`config.mk`:
```
export PLATFORM = sky130hd
export DESIGN_NAME = lut2_reduce_pipe
export DESIGN_NICKNAME = d
export VERILOG_FILES = /design/src/rtl/lut2_reduce_pkg.sv /design/src/rtl/lut2_cell.sv /design/src/rtl/lut2_mux2.sv /design/src/rtl/lut2_reduce_pipe.sv
export SDC_FILE = /design/constraint.sdc
export NUM_CORES = 1
export LEC_CHECK = 0
export CAP_MARGIN = 20
export CORE_UTILIZATION = 50
export CTS_CLUSTER_DIAMETER = 200
export DETAILED_ROUTE_END_ITERATION = 16
export PLACE_DENSITY = 0.88
export SYNTH_ARGS = -nofsm -noshare
export SYNTH_HDL_FRONTEND = slang
export SYNTH_SLANG_ARGS = --single-unit
```
`constraint.sdc`:
```
create_clock -name clk -period 2.7 [get_ports clk]
set_input_delay 0.405 -clock clk [delete_from_list [all_inputs] [get_ports clk]]
set_output_delay 0.405 -clock clk [all_outputs]
set_load 0.1 [all_outputs]
```
`src/rtl/lut2_reduce_pkg.sv`:
```
// lut2_reduce_pkg: shared types and truth-table constants for the LUT2
// reduction tree.
//   op_t    4-bit truth table, op[{a,b}] = f(a,b)
//   OP_*    common 2-input functions
package lut2_reduce_pkg;

  typedef logic [3:0] op_t;

  localparam op_t OP_XOR  = 4'b0110;
  localparam op_t OP_XNOR = 4'b1001;
  localparam op_t OP_AND  = 4'b1000;
  localparam op_t OP_OR   = 4'b1110;
  localparam op_t OP_NAND = 4'b0111;
  localparam op_t OP_NOR  = 4'b0001;

endpackage

```
`src/rtl/lut2_cell.sv`:
```
// lut2_cell: combinational 2-input LUT node made of three 2:1 muxes.
//   a, b  node inputs (a is the higher-index operand)
//   op    truth table, y = op[{a,b}]
//   y     node output
module lut2_cell
  import lut2_reduce_pkg::*;
(
  input  logic a,
  input  logic b,
  input  op_t  op,
  output logic y
);

  logic lo, hi;

  // b picks within each half of the table, a picks the half
  lut2_mux2 u_lo (.d0(op[0]), .d1(op[1]), .s(b), .y(lo));
  lut2_mux2 u_hi (.d0(op[2]), .d1(op[3]), .s(b), .y(hi));
  lut2_mux2 u_y  (.d0(lo),    .d1(hi),    .s(a), .y(y));

endmodule

```
`src/rtl/lut2_mux2.sv`:
```
// lut2_mux2: single 2:1 mux cell, the only gate the LUT tree is built from.
//   d0, d1  data inputs
//   s       select (1 picks d1)
//   y       output
module lut2_mux2 (
  input  logic d0,
  input  logic d1,
  input  logic s,
  output logic y
);

  assign y = s ? d1 : d0;

endmodule

```
`src/rtl/lut2_reduce_pipe.sv`:
```
// lut2_reduce_pipe: pipelined reduction of a WIDTH-bit vector to one bit
// through a tree of lut2_cell nodes, one register stage per tree level.
// Optional delivered-result counter: define LUT2_REDUCE_PIPE_COUNT_EN.
//   clk, rst_n            clock, async active-low reset
//   in_valid/in_ready     input handshake; in_data vector, in_op truth table
//   out_valid/out_ready   output handshake; out_bit reduced result
//   out_count             delivered-result count (counter build only)
module lut2_reduce_pipe
  import lut2_reduce_pkg::*;
#(
  parameter int WIDTH   = 8,
  parameter int COUNT_W = 16
) (
  input  logic             clk,
  input  logic             rst_n,
  input  logic             in_valid,
  output logic             in_ready,
  input  logic [WIDTH-1:0] in_data,
  input  op_t              in_op,
  output logic             out_valid,
  input  logic             out_ready,
  output logic             out_bit
`ifdef LUT2_REDUCE_PIPE_COUNT_EN
  ,
  output logic [COUNT_W-1:0] out_count
`endif
);

  localparam int LEVELS = $clog2(WIDTH);
  // op registers only needed for stages that feed another level
  localparam int OPN    = (LEVELS > 1) ? LEVELS - 1 : 1;

  // All node outputs packed level after level: level k (k>=1) has
  // WIDTH>>k bits starting at WIDTH - (2*WIDTH>>k); final bit is WIDTH-2.
  logic [WIDTH-2:0] node_d, node_q;
  logic [LEVELS:1]  vld_q;
  op_t  [OPN:1]     op_q;
  logic             stall, acc;

  assign out_valid = vld_q[LEVELS];
  assign out_bit   = node_q[WIDTH-2];
  // global stall: every stage freezes while the head result waits
  assign stall     = out_valid & ~out_ready;
  assign in_ready  = ~stall;
  assign acc       = in_valid & in_ready;

  for (genvar k = 1; k <= LEVELS; k++) begin : g_lvl
    localparam int OFF = WIDTH - ((2 * WIDTH) >> k);
    localparam int PO  = WIDTH - ((2 * WIDTH) >> (k - 1));
    for (genvar i = 0; i < (WIDTH >> k); i++) begin : g_node
      if (k == 1) begin : g_in
        lut2_cell u_cell (
          .a (in_data[2*i+1]),
          .b (in_data[2*i]),
          .op(in_op),
          .y (node_d[OFF+i])
        );
      end else begin : g_mid
        lut2_cell u_cell (
          .a (node_q[PO+2*i+1]),
          .b (node_q[PO+2*i]),
          .op(op_q[k-1]),
          .y (node_d[OFF+i])
        );
      end
    end
  end

  // Bubbles shift through like beats; only the valid bit distinguishes them.
  always_ff @(posedge clk or negedge rst_n) begin
    if (!rst_n) begin
      node_q <= '0;
      vld_q  <= '0;
      op_q   <= '0;
    end else if (!stall) begin
      node_q   <= node_d;
      vld_q[1] <= acc;
      for (int k = 2; k <= LEVELS; k++) vld_q[k] <= vld_q[k-1];
      if (LEVELS > 1) begin
        op_q[1] <= in_op;
        for (int k = 2; k <= OPN; k++) op_q[k] <= op_q[k-1];
      end
    end
  end

`ifdef LUT2_REDUCE_PIPE_COUNT_EN
  logic [COUNT_W-1:0] cnt_q;

  always_ff @(posedge clk or negedge rst_n) begin
    if (!rst_n)                     cnt_q <= '0;
    else if (out_valid & out_ready) cnt_q <= cnt_q + COUNT_W'(1);
  end

  assign out_count = cnt_q;
`endif

endmodule

```
==> metrics.csv <==
metric;value;unit
outcome;finished clean;
initial_core_util;55.79;%
drt_iter0_markers;7;
grt_usage;18.13;%
die_area;1931;µm²
worstHoldPathCells;1;
p_per_area;868.4;nW/µm²
row_count;14;
yosys_warnings;0;
layout_common_cells;dfrtp_1, clkdlybuf4s50_1, mux2_4;
io_pins;19;
layout.nets;84;
synth_area;879.6;µm²
antenna_found_initial;0;
critPathLaunchType;input port;
crit_fanout;7;
viasPerCell;5.904;
ys_types;7;
critPathMaxStageDelay;0.46;ns
end_kind;output pin;
synth_top_family_by_area;multiplexers;
clk_pin_slew_worst_paths;0.10;ns
fin_skew;0.005437;ns
slew_headroom;49.05;%
gp_congestion;0.7272;
seq_power_share;42.5;%
synthXorXnorAreaFrac;0;%
swShare;34.05;%
worst_pin_slew;0.7619;ns
p_leak;0.4778;nW
antenna_cells;0;
wl;1484;µm
rr_worst_depth;3;
holdBufCountCts;0;
cts.htree.levels;1;
p_comb_share;40.8;%
p_sw;324.8;µW
syn_nets;62;
cts_tree;yes;
avgSynthCellArea;19.12;µm²
cp_data_arrival_time;1.47;ns
syn2layout_area_growth;24.89;%
firstDrtPassIters;5;
hold_path_class;flip-flop to flip-flop;
drc;0;
portBuffers;18;
power_frac_clock;16.7;%
grt_pass1_vias;539;
synthSimpleGateAreaFrac;1.422;%
cp_cell_sequence;clkdlybuf4s50_1 -> nand2b_1 -> buf_12;
ant_nets;0;
fin_setup_tns;0;ns
synth_fa_ha_area_share;0;%
grt_pass1_wl;2449;µm
wl_per_cell;17.88;µm
cts_num_sinks;18;
drv_cap;0;
core_area;1577;µm²
cpMaxStageDelayCell;clkdlybuf4s50_1;
hold_viol;0;
grt_setup_unrepaired;no;
cts_buffer_depth;2;
layout_commonest_cell;dfrtp_1;
vdd_drop_max;582.7;µV
num_vias;490;
cts_made_buffers;3;
min_period_over_period;69.51;%
required;2.30;ns
ys_seq_area_share;51.21;%
grt.overflow.total;0;
cts_resized;0;
worst_hold_slack;0.4768;ns
fp.dieW;43.94;µm
clk_latency;0.28;ns
synthMuxAreaShare;43.95;%
die-height;43.94;µm
p_int;629.1;µW
cts_root_buf;clkbuf_4;
grt_max_degree;19;
synth-seq-cells;18;
finalCriticalPeriod;1.877;ns
syn_inst;46;
timing.fmax;0.5328;GHz
maxSlewViolCount;0;
finalSetupViolations;0;
synth-compound-area-share;0;%
post_cts_buffers;0;
drive_gt1_share;38.81;%
critPathKind;input port to output pin;
==> through the flow <==
stage / power (mW) / std cells / worst slack [ns] / instance area, µm² / utilization (%)
after CTS: 0.9649 / 83 / 0.8247 / 1099 / 69.68
after global placement: 0.7848 / 79 / 0.7168 / 1062 / 67.38
after floorplan: 0.7088 / 46 / 0.8140 / 879.6 / -
after global routing: 0.9950 / 83 / 0.7825 / 1099 / 69.68
final: 0.9539 / 83 / 0.8231 / 1099 / 69.68
after detailed placement: 0.8048 / 79 / 0.6527 / 1062 / 67.38
==> registers in the layout, summed over array words and instances, names as in the netlist <==
signal,count
node_q,7
op_q,8
vld_q,3
==> worst max-delay path, delay by kind of cell <==
kind	cells	cell delay (ns)
buffers and inverters	2	0.69
AND/OR/NAND/NOR	1	0.37
==> cell families after synthesis <==
family | count (synthesis)
multiplexers | 24
buffers and inverters | 2
AND/OR/NAND/NOR | 2
flip-flops | 18
==> synth_stat cells, drive strengths merged <==
cell type,instances,area (µm²)
mux4,7,157.7
dfrtp,18,450.4
buf,2,30.03
nand2b,2,12.51
mux2,17,229.0
==> worst paths after layout <==
path	from	endpoint	slack [ns]
max in group asynchronous	rst_n	node_q[2]	1.66
min in group asynchronous	rst_n	node_q[6]	0.56
max reg2reg	vld_q[3]	op_q[0]	1.19
max	out_ready	in_ready	0.82
min	vld_q[2]	vld_q[3]	0.48
min reg2reg	vld_q[2]	vld_q[3]	0.48
==> layout make-up <==
class                      instances  area, µm²
sequential                        18      450.4
clock buffer                       4      36.28
multi-input combinational         26      399.1
fill                             116      478.0
tap                               16      20.02
timing repair buffer              19      192.7
==> power by group through the flow <==
stage / clock, mW / combinational (mW) / sequential (mW)
after floorplan: 0 / 0.226 / 0.482
after global placement: 0 / 0.377 / 0.408
after detailed placement: 0 / 0.392 / 0.413
after CTS: 0.164 / 0.393 / 0.407
after global routing: 0.173 / 0.406 / 0.417
final: 0.160 / 0.389 / 0.405
==> layer usage <==
layer	track usage, %	up-vias	wire length (µm)
li1	-	218	-
met1	21.05	256	587
met2	35.22	16	846
met3	3.750	0	50
met4	1.818	0	0
met5	0	-	0
(Power assumes the default switching activity.)
